## config.mk

```make
export PLATFORM = sky130hd
export DESIGN_NAME = dense_input_framer
export DESIGN_NICKNAME = d
export VERILOG_FILES = /design/src/rtl/dense_input_framer_pkg.sv /design/src/rtl/dense_input_framer_valid_delay_line.sv /design/src/rtl/dense_input_framer.sv
export SDC_FILE = /design/constraint.sdc
export NUM_CORES = 1
export LEC_CHECK = 0
export CAP_MARGIN = 20
export CORE_MARGIN = 1
export CORE_UTILIZATION = 57
export CTS_BUF_LIST = sky130_fd_sc_hd__clkbuf_8
export DETAILED_ROUTE_END_ITERATION = 7
export GPL_TIMING_DRIVEN = 1
export PLACE_DENSITY = 0.92
export SETUP_SLACK_MARGIN = 0.2
export SLEW_MARGIN = 20
export SYNTH_ARGS = -nofsm -noshare
export SYNTH_HDL_FRONTEND = slang
export SYNTH_HIERARCHICAL = 1
export SYNTH_SLANG_ARGS = --single-unit
```

## constraint.sdc

```tcl
create_clock -name clk -period 3.6 [get_ports clk]
set_input_delay 0.54 -clock clk [delete_from_list [all_inputs] [get_ports clk]]
set_output_delay 0.54 -clock clk [all_outputs]
set_load 0.005 [all_outputs]
```

## src/rtl/dense_input_framer_pkg.sv

```systemverilog
// Shared types and constants for the dense-layer input framer.
package dense_input_framer_pkg;

  typedef enum logic {FILL = 1'b0, WAIT = 1'b1} state_t;

  localparam int DEFAULT_WIDTH = 17;
  typedef logic signed [DEFAULT_WIDTH-1:0] sample_t;

  // Dense layer pipeline: systolic array, adder tree over 32 inputs, output register.
  localparam int SA_DEPTH              = 2;
  localparam int ADDER_TREE_DEPTH      = 5;
  localparam int OUT_REG_DEPTH         = 1;
  localparam int DEFAULT_LAYER_LATENCY = SA_DEPTH + ADDER_TREE_DEPTH + OUT_REG_DEPTH;

  function automatic int clog2_min1(input int n);
    return (n > 1) ? $clog2(n) : 1;
  endfunction

endpackage

```

## src/rtl/dense_input_framer_valid_delay_line.sv

```systemverilog
// Fixed-depth shift register for {valid, tag}; clear drops everything in flight.
module valid_delay_line #(
  parameter int DEPTH = 8,
  parameter int W     = 5
) (
  input  logic         clk,
  input  logic         clear,
  input  logic [W-1:0] in_data,
  output logic [W-1:0] out_data
);

  logic [W-1:0] pipe_q [DEPTH];
  logic [W-1:0] pipe_d [DEPTH];

  always_comb begin
    pipe_d[0] = in_data;
    for (int i = 1; i < DEPTH; i++) pipe_d[i] = pipe_q[i-1];
  end

  always_ff @(posedge clk) begin
    if (clear) pipe_q <= '{default: '0};
    else       pipe_q <= pipe_d;
  end

  assign out_data = pipe_q[DEPTH-1];

endmodule

```

## src/rtl/dense_input_framer.sv

```systemverilog
// Collects INPUT_SIZE serial samples into a registered vector for the dense layer,
// enforces a minimum issue spacing and tracks the matching layer output cycle.
//   state | meaning
//   FILL  | accepting samples into the shadow buffer
//   WAIT  | full frame held, waiting for the gap counter to expire
module dense_input_framer
  import dense_input_framer_pkg::*;
#(
  parameter int WIDTH         = DEFAULT_WIDTH,
  parameter int INPUT_SIZE    = 32,
  parameter int LAYER_LATENCY = DEFAULT_LAYER_LATENCY,
  parameter int MIN_GAP       = 1,
  parameter int TAG_W         = 4
) (
  input  logic                    clk,
  input  logic                    reset,
  input  logic                    in_valid,
  output logic                    in_ready,
  input  logic signed [WIDTH-1:0] in_data,
  output logic signed [WIDTH-1:0] vec_data [0:INPUT_SIZE-1],
  output logic                    vec_valid,
  output logic [TAG_W-1:0]        vec_tag,
  output logic                    layer_out_valid,
  output logic [TAG_W-1:0]        layer_out_tag,
  output logic                    busy
);

  localparam int CNT_W = $clog2(INPUT_SIZE + 1);
  localparam int IDX_W = clog2_min1(INPUT_SIZE);
  localparam int GAP_W = clog2_min1(MIN_GAP);
  localparam logic [CNT_W-1:0] LAST_IDX   = CNT_W'(INPUT_SIZE - 1);
  localparam logic [CNT_W-1:0] FULL_CNT   = CNT_W'(INPUT_SIZE);
  localparam logic [GAP_W-1:0] GAP_RELOAD = GAP_W'(MIN_GAP - 1);

  state_t                  state_q, state_d;
  logic [CNT_W-1:0]        count_q, count_d;
  logic [GAP_W-1:0]        gap_q, gap_d;
  logic [TAG_W-1:0]        tag_q, tag_d;
  logic signed [WIDTH-1:0] shadow_q [0:INPUT_SIZE-1];
  logic signed [WIDTH-1:0] shadow_d [0:INPUT_SIZE-1];
  logic signed [WIDTH-1:0] vec_data_q [0:INPUT_SIZE-1];
  logic signed [WIDTH-1:0] vec_data_d [0:INPUT_SIZE-1];
  logic                    vec_valid_q, vec_valid_d;
  logic [TAG_W-1:0]        vec_tag_q, vec_tag_d;
  logic                    accept;
  logic                    issue;
  logic [TAG_W:0]          dly_out;

  assign in_ready = !reset && (state_q == FILL);
  assign accept   = in_valid && in_ready;

  always_comb begin
    state_d     = state_q;
    count_d     = count_q;
    tag_d       = tag_q;
    shadow_d    = shadow_q;
    vec_data_d  = vec_data_q;
    vec_valid_d = 1'b0;
    vec_tag_d   = vec_tag_q;
    gap_d       = (gap_q != '0) ? gap_q - 1'b1 : gap_q;
    issue       = 1'b0;
    case (state_q)
      FILL: begin
        if (accept) begin
          shadow_d[count_q[IDX_W-1:0]] = in_data;
          if (count_q == LAST_IDX) begin
            if (gap_q == '0) begin
              issue = 1'b1;
            end else begin
              state_d = WAIT;
              count_d = FULL_CNT;
            end
          end else begin
            count_d = count_q + 1'b1;
          end
        end
      end
      WAIT: begin
        if (gap_q == '0) begin
          issue   = 1'b1;
          state_d = FILL;
        end
      end
      default: state_d = FILL;
    endcase
    // shadow_d already holds the last sample when issuing straight from FILL
    if (issue) begin
      vec_data_d  = shadow_d;
      vec_valid_d = 1'b1;
      vec_tag_d   = tag_q;
      tag_d       = tag_q + 1'b1;
      count_d     = '0;
      gap_d       = GAP_RELOAD;
    end
  end

  always_ff @(posedge clk) begin
    if (reset) begin
      state_q     <= FILL;
      count_q     <= '0;
      gap_q       <= '0;
      tag_q       <= '0;
      shadow_q    <= '{default: '0};
      vec_data_q  <= '{default: '0};
      vec_valid_q <= 1'b0;
      vec_tag_q   <= '0;
    end else begin
      state_q     <= state_d;
      count_q     <= count_d;
      gap_q       <= gap_d;
      tag_q       <= tag_d;
      shadow_q    <= shadow_d;
      vec_data_q  <= vec_data_d;
      vec_valid_q <= vec_valid_d;
      vec_tag_q   <= vec_tag_d;
    end
  end

  valid_delay_line #(
    .DEPTH (LAYER_LATENCY),
    .W     (TAG_W + 1)
  ) u_delay (
    .clk      (clk),
    .clear    (reset),
    .in_data  ({vec_valid_q, vec_tag_q}),
    .out_data (dly_out)
  );

  assign vec_data        = vec_data_q;
  assign vec_valid       = vec_valid_q;
  assign vec_tag         = vec_tag_q;
  assign layer_out_valid = dly_out[TAG_W];
  assign layer_out_tag   = dly_out[TAG_W-1:0];
  assign busy            = (count_q != '0) || (state_q == WAIT);

endmodule
```

Yosys cells after proc, flatten, opt, wreduce, memory -nomap -nowiden
Index checks and enable logic that the tools add are counted.
- flip-flop bits (word level): 1145
- output and inout port bits: 556
- logic and storage cells: 113
- add/sub/neg operators: 3
- order comparisons: 2
- eq/ne operators: 2
- mux-type cells: 16
- bitwise logic cells: 3
- reductions and logical operators: 9
- operators by type and width (kind ; number):
    2-to-1 mux 544 bit ; 2
    bitwise mux 544 bit ; 1
    demux 17 bit (select 5 bit) ; 1
    2-to-1 mux 17 bit ; 1
    2-to-1 mux 6 bit ; 2
    2-to-1 mux 1 bit ; 7
    adder 6 x 1 -> 6 bit (second input constant) ; 1
    equality test 6 x 5 -> 1 bit (second input constant) ; 1
    >= comparator 6 bit (second input constant) ; 1
    less-than comparator 6 x 1 -> 1 bit (second input constant) ; 1
    NOT 5 -> 6 bit ; 1
    nonzero test 6 bit ; 1
    adder 4 x 1 -> 4 bit (second input constant) ; 1
    one-hot mux 1 bit (2 select lines) ; 2
    logical AND 1 bit ; 3
    AND reduction 3 bit ; 1
    OR reduction 3 bit ; 1
    != test 2 bit (second input constant) ; 1
    NOT 1 bit ; 2
    OR reduction 2 bit ; 1
    zero test 1 bit ; 1
    logical OR 1 bit ; 1
    subtractor 1 bit (second input constant) ; 1

Depth between registers and ports, before layout
Gate-level depths: netlist (run 1).
- word-level depth: 8
- depth in mapped cells: 8
- gate-level depth less buffers: 6

Hierarchy
The synthesis (run 1) kept the hierarchy.
- by module, submodules not included (module ; times used ; cells an instance ; area each (µm²) ; sequential area each (µm²)):
    dense_input_framer ; 1 ; 3743 ; 39022.4 ; 22121.2
    valid_delay_line ; 1 ; 84 ; 1156.1 ; 800.8

Worst setup path before layout (run 1)
No wires, ideal clock.
- path type: input-to-reg
- start: in in_valid
- end: reg vec_data_q, in the netlist vec_data[465]
- arrival time: 1.759 ns
- data required time: 3.454 ns
- slack: 1.695 ns
- stages on the path: 7
- buffers on the path: 3
- cells stage by stage: clkbuf_1 and4bb_2 buf_6 nand2_4 buf_4 mux2i_1 a211oi_2
- cells in the longest elaborated chain, start to end: 3
- ends and longest elaborated chain (item ; line ; source):
    start: declaration ; dense_input_framer.sv:17 ; input logic in_valid,
    logical AND 1 bit * ; dense_input_framer.sv:50 ; assign accept = in_valid && in_ready;
    2-to-1 mux 1 bit or 2-to-1 mux 544 bit (tied branches) ; dense_input_framer.sv:64 ; if (accept) begin
    one-hot mux 1 bit (2 select lines) or 2-to-1 mux 544 bit (tied branches) ; dense_input_framer.sv:62 ; case (state_q)
    end signal: assignment ; dense_input_framer.sv:113 ; vec_data_q <= vec_data_d;
    end: declaration ; dense_input_framer.sv:41 ; logic signed [WIDTH-1:0] vec_data_q [0:INPUT_SIZE-1];
Every way passes the cells marked *; elsewhere a longest branch is shown, timed or not.
A chain may end at the register's enable or synchronous reset.

Final worst setup path (run 1)
- start: reg count_q[2]
- end: out busy
- cells in the longest elaborated chain, start to end: 2
- ends and longest elaborated chain (item ; line ; source):
    start: declaration ; dense_input_framer.sv:36 ; logic [CNT_W-1:0] count_q, count_d;
    start signal: assignment ; dense_input_framer.sv:109 ; count_q <= count_d;
    nonzero test 6 bit ; dense_input_framer.sv:134 ; assign busy = (count_q != '0) || (state_q == WAIT);
    logical OR 1 bit ; dense_input_framer.sv:134 ;
    end: declaration ; dense_input_framer.sv:25 ; output logic busy
No other way between the ends.

==> results.yml, run 1 <==
clocking:
  cts_hold_buffers: 0
  clock-root-buffer: "clkbuf_8"
  clockBufferDepth: 3
  cts_sinks: 1145
  cts_made_buffers: 169
  clock_latency_ns: 0.82
  postCtsSetupBuffers: 0
  clkTransAtPathRegs_ns: 0.06
  cts_resized: 0
  h-tree-depth: 4
  tritoncts: "yes"
logic_synthesis:
  yosysMostFrequentCell: "dfxtp_1"
  synth_top_cell_area_share_pct: 57.1
  avgSynthCellArea_um2: 10.5
  synth-edff-count: 0
  synth-main-ff-cell: "dfxtp_1"
  yosysWarnings: 6
  synth_cell_type_count: 46
  synthCells: 3827
  yosysSeqAreaShare_pct: 57.1
  syn_nets: 3852
  yosys_register_bits: 1145
  yosys.area.top_type: "dfxtp_1"
  synthArstFlopShare_pct: 0
  synth_commonest_cells: "dfxtp_1 (1145), nor2_1 (1104), mux2i_1 (552)"
  syn-cell-area_mm2: 0.0402
  synth_area_leaders: "dfxtp_1 (57%), mux2i_1 (14%), nor2_1 (10%)"
power_and_ir_drop:
  share_seq_of_total_power_pct: 52.6
  internal_power_mw: 18.6
  swShare_pct: 23.0
  p_switching_mw: 5.54
  leakagePower_nw: 19.4
  peakVddDrop_v: 0.000430
  pwr-share-comb_pct: 2.3
  clockPowerShare_pct: 45.1
  powerDensity_mw_per_mm2: 490
worst_setup_path:
  rrSetupSlack_ns: 0.87
  cp_num_buf_inv: 1
  path_delay_family: "simple AND/OR/NAND/NOR gates"
  worstSetupEndpointType: "primary output"
  start_kind: "register"
  crit_chain: "nor3_4 -> nand3_1 -> clkdlybuf4s50_1"
  r2r_cells: 4
  r2r_start: "count_q[2]"
  reg2reg_to: "vec_data[171]"
  path_class: "reg2out"
  slowest_delay_ns: 0.57
  cp_max_fo: 13
  slowest_stage: "nor3_4"
  crit_arrival_ns: 2.56
  crit_required_ns: 3.06
grt:
  antenna_found_initial: 2
  grt_max_degree: 233
  grt_overflow: 0
  grt_use_total_pct: 31.3
  grt_pass1_vias: 30100
  grt_pass1_wl_mm: 172
finish:
  area_growth_pct: 22.7
  fillers: 4338
  nNetsFinal: 4299
  seq_area_mm2: 0.0229
  multi_input_area_mm2: 0.0153
  instances_no_fill: 5337
  fin_util_pct: 71.2
  drive_above_1_share_pct: 10.4
timing:
  fmax_mhz: 322
  period_needed_ns: 3.10
  tns_ns: 0
  fin_skew_ns: 0.0427
  final_max_slew_viol_count: 0
  rsz0062_at_grt: "no"
  worst_slew_pin_slew_ns: 1.24
  post-route-period-util_pct: 86.2
  setup_violations: 0
  finalHoldViolations: 0
  maxSlewHeadroom_pct: 17.6
detailed_routing:
  wl_per_cell_um: 21.6
  vias: 30700
  routed_wl_mm: 115
  drt_iter0_markers: 2792
  ant_nets: 0
  first_pass_iters: 6
  routed_via_density: 5.75
  drc: 0
die:
  initial_core_util_pct: 58.1
  io_pins: 576
  die_h_um: 267
  num_rows: 96
  core-area_mm2: 0.0692
  dieArea_mm2: 0.0716
  die_width_um: 267
placed_design:
  hpwl_mm: 67.3
  io_buffers: 575
  gp_congestion: 0.832
  post-place-cells: 5033
flow_run:
  cap_violations: 0
outcome:
  status: "finished, final reports clean"
worst_hold_path:
  worstHoldPathType: "in2reg"
  hold_depth: 3
  hold_start: "in_data[13]"
  whs_endpoint: "shadow_q[472]"
power by group through the flow:
stage / registers, mW / clock network [mW] / logic [mW]
after floorplan: 13.0 / 0 / 0.340
after global placement: 13.0 / 0 / 0.532
after detailed placement: 13.0 / 0 / 0.537
after CTS: 12.7 / 11.0 / 0.538
after global routing: 12.7 / 11.6 / 0.574
final: 12.7 / 10.9 / 0.556
metrics by stage:
stage               worst slack, ns  hold WS, ns  instance area (um^2)  power [mW]
floorplan                      1.69        0.414                 40200        13.3
finish                        0.495       0.0601                 49300        24.1
CTS                           0.417      0.00393                 49300        24.2
detailed placement            0.450        0.423                 45700        13.5
global route                  0.354       0.0615                 49300        24.8
global placement              0.558        0.415                 45700        13.5
layout make-up:
class / instances / area share (%)
Timing Repair Buffer: 628 / 12.8
Tap cell: 931 / 2.36
Clock inverter: 81 / 1.10
Clock buffer: 221 / 6.17
Multi-Input combinational cell: 2328 / 31.1
Antenna cell: 1 / 0.00508
Inverter: 2 / 0.0152
Sequential cell: 1145 / 46.5
layout by cell type, fill, tap and decap left out, types with 5 or more instances in the layout:
cell / instances
nand2_4: 18
ha_1: 5
clkinv_2: 18
nor2_8: 13
buf_4: 36
nor2b_2: 30
a211oi_2: 58
clkbuf_8: 221
clkdlybuf4s50_1: 557
mux2i_1: 552
inv_1: 49
nor2_1: 1104
a211oi_1: 487
dfxtp_1: 1145
buf_12: 17
nor2b_1: 13
buf_2: 17
flip-flops by register name, summed over array words and instances (netlist names):
register          cells
vec_data            544
state_q               1
shadow_q            544
vec_valid             1
count_q               6
vec_tag               4
u_delay/out_data      5
tag_q                 4
gap_q                 1
u_delay/pipe_d       35
worst min-delay path: stages:
cell and delay [ns]:
buf_2 0.11, mux2i_1 0.10, nor2_1 0.09
cells by family after synthesis:
logic type	count (synthesis)	synth area share [%]
compound gates	557	11.1
xor+xnor	2	0.0436
fa+ha+maj	5	0.156
buf+inv	354	4.85
flops	1145	57.1
mux	553	13.8
other cells	1	0.00933
simple gates	1210	13.0
how the worst max path moves through the flow:
| stage | depth (start not counted) | to | from | slack (ns) |
|---|---|---|---|---|
| final | 3 | busy | count_q[2] | 0.50 |
| after global routing | 3 | busy | count_q[2] | 0.35 |
| after CTS | 3 | busy | count_q[2] | 0.42 |
| after detailed placement | 8 | vec_data[381] | in_valid | 0.45 |
| after global placement | 8 | vec_data[283] | in_valid | 0.56 |
| after floorplan | 7 | vec_data[465] | in_valid | 1.69 |
per-layer routing:
| layer | track usage (%) | routed length (um) | vias to the layer above |
|---|---|---|---|
| met1 | 36.9 | 45000 | 14900 |
| met2 | 51.3 | 54500 | 1407 |
| li1 | - | - | 14000 |
| met3 | 7.51 | 9020 | 403 |
| met5 | 0 | 9 | - |
| met4 | 19.3 | 6790 | 2 |
(Power assumes the default switching activity.)
==> inputs of run 2 (changes only) <==
--- a/config.mk
+++ b/config.mk
@@ -7,11 +7,11 @@
 export LEC_CHECK = 0
 export CAP_MARGIN = 20
 export CORE_MARGIN = 1
-export CORE_UTILIZATION = 57
+export CORE_UTILIZATION = 55
 export CTS_BUF_LIST = sky130_fd_sc_hd__clkbuf_8
 export DETAILED_ROUTE_END_ITERATION = 7
 export GPL_TIMING_DRIVEN = 1
-export PLACE_DENSITY = 0.92
+export PLACE_DENSITY = 0.89
 export SETUP_SLACK_MARGIN = 0.2
 export SLEW_MARGIN = 20
 export SYNTH_ARGS = -nofsm -noshare
==> run 2 against run 1 <==
Worst setup slack worse by 0.076 ns. First-iteration DRC count is 16% lower. Hold slack better by 0.018 ns. Die area is 3.6% higher. Power is 0.45% higher. Clock skew is 0.0043 ns higher. Clock-buffer cell count is 3 higher. Routed wire length is 3.2% lower. Critical path type unchanged. Critical endpoint unchanged.
==> results.yml, run 2 (synthesis results as in run 1) <==
power_and_ir_drop:
  share_seq_of_total_power_pct: 52.3
  peakVddDrop_v: 0.000415
  powerDensity_mw_per_mm2: 490
  internal_power_mw: 18.7
  p_total_mw: 24.3
  clockPowerShare_pct: 45.3
  pwr-share-comb_pct: 2.3
  leakagePower_nw: 19.5
  p_switching_mw: 5.56
  swShare_pct: 22.9
timing:
  rsz0062_at_grt: "no"
  finalHoldViolations: 0
  setup_violations: 0
  period_needed_ns: 3.18
  maxSlewHeadroom_pct: 11.6
  post-route-period-util_pct: 88.4
  tns_ns: 0
  fin_skew_ns: 0.0469
  final_max_slew_viol_count: 0
  finalWorstSetupSlack_ns: 0.419
  fmax_mhz: 314
  worst_slew_pin_slew_ns: 1.33
worst_setup_path:
  cp_num_buf_inv: 1
  rrSetupSlack_ns: 0.89
  path_delay_family: "simple AND/OR/NAND/NOR gates"
  crit_required_ns: 3.06
  crit_chain: "nor3_4 -> nand3_1 -> clkdlybuf4s50_1"
  r2r_start: "count_q[2]"
  crit_start: "count_q[3]"
  cp_max_fo: 13
  start_kind: "register"
  r2r_cells: 4
  path_class: "reg2out"
  crit_end: "busy"
  crit_cells: 3
  reg2reg_to: "vec_data[203]"
  slowest_delay_ns: 0.63
  slowest_stage: "clkdlybuf4s50_1"
  worstSetupEndpointType: "primary output"
  crit_arrival_ns: 2.64
finish:
  seq_area_mm2: 0.0229
  final_cell_mix: "dfxtp_1 (1145), nor2_1 (1104), clkdlybuf4s50_1 (557)"
  multi_input_area_mm2: 0.0153
  instances_no_fill: 5364
  final_common_cell: "dfxtp_1"
  fin_util_pct: 68.9
  area_growth_pct: 23.3
  fillers: 4969
  drive_above_1_share_pct: 10.5
  nNetsFinal: 4310
clocking:
  clockBufferDepth: 3
  clock_latency_ns: 0.83
  cts_made_buffers: 174
  cts_sinks: 1145
  tritoncts: "yes"
  clock-root-buffer: "clkbuf_8"
  clkTransAtPathRegs_ns: 0.06
  cts_resized: 0
  h-tree-depth: 4
die:
  num_rows: 98
  core-area_mm2: 0.0719
  initial_core_util_pct: 55.9
  die_width_um: 272
  die_h_um: 272
  dieArea_mm2: 0.0741
  io_pins: 576
grt:
  grt_use_total_pct: 29.2
  grt_overflow: 0
  grt_pass1_wl_mm: 168
  grt_pass1_vias: 29400
  grt_max_degree: 246
  antenna_found_initial: 1
outcome:
  status: "finished, final reports clean"
detailed_routing:
  routed_via_density: 5.61
  ant_nets: 0
  first_pass_iters: 5
  drc: 0
  wl_per_cell_um: 20.8
  routed_wl_mm: 112
  vias: 30100
  drt_iter0_markers: 2358
placed_design:
  gp_congestion: 0.836
  hpwl_mm: 67.4
  place_ws_ns: 0.472
  post-place-cells: 5059
  io_buffers: 575
flow_run:
  cap_violations: 0
worst_hold_path:
  hold_start: "reset"
  worstHoldPathType: "in2reg"
## run 2: cell count changes in the layout (fill, tap and decap cells not counted)
cell,before,now
buf_12,17,25
buf_4,36,34
clkbuf_8,221,224
clkinv_2,18,15
clkinv_4,0,1
clkinvlp_4,0,3
inv_1,49,48
inv_16,0,2
inv_6,4,2
inv_8,2,1
## run 2: repair_timing
action / 4_1_cts / 5_1_grt
endpoints found under the setup margin: 0 / 1
buffers inserted: 0 / 0
hold buffers: 0 / 0
## run 2: routing by layer
metal  part of all wire, %  up-vias  global-route usage (%)  routed length (um)
met5                     0        -                       0                   0
met4                   4.9        0                    15.7                5480
met3                   7.8      311                    7.79                8740
met2                    47     1180                    47.1               52300
met1                    40    14600                    35.4               45100
li1                      -    14000                       -                   -
## run 2: how the worst min path moves through the flow
stage                     endpoint  slack [ns]  cells past startpoint
2_1_floorplan  u_delay/out_data[1]        0.41                      1
3_3_place_gp    u_delay/pipe_d[20]        0.42                      1
3_5_place_dp    u_delay/pipe_d[27]        0.42                      1
4_1_cts              shadow_q[450]        0.02                      2
5_1_grt         u_delay/pipe_d[25]        0.03                      2
6_report        u_delay/pipe_d[10]        0.08                      2
## run 2: metrics by stage
step	area, um^2	hold WS, ns
floorplan	40200	0.414
global placement	45900	0.416
detailed placement	45900	0.420
CTS	49500	0.0204
global route	49500	0.0342
finish	49500	0.0782
## run 2: power groups by stage
stage | registers [mW] | logic (mW) | clock network [mW]
final | 12.7 | 0.569 | 11.0
after global routing | 12.7 | 0.588 | 11.7
after floorplan | 13.0 | 0.340 | 0
after CTS | 12.7 | 0.558 | 11.2
after detailed placement | 13.0 | 0.556 | 0
after global placement | 13.0 | 0.553 | 0
## run 2: cell type report
type,count,area share [%]
multi-input cells,2328,30.9
diodes,1,0.00505
repair buffers,634,13.0
inverters,2,0.0152
well taps,950,2.40
clock buffers,224,6.23
clock inverters,80,1.14
flip-flops and latches,1145,46.3
==> inputs of run 3 (changes only) <==
--- a/config.mk
+++ b/config.mk
@@ -13,7 +13,6 @@
 export GPL_TIMING_DRIVEN = 1
 export PLACE_DENSITY = 0.89
 export SETUP_SLACK_MARGIN = 0.2
-export SLEW_MARGIN = 20
 export SYNTH_ARGS = -nofsm -noshare
 export SYNTH_HDL_FRONTEND = slang
 export SYNTH_HIERARCHICAL = 1
==> results of run 3 <==
Same layout as run 2: the final DEF is identical, and so are final timing and power.
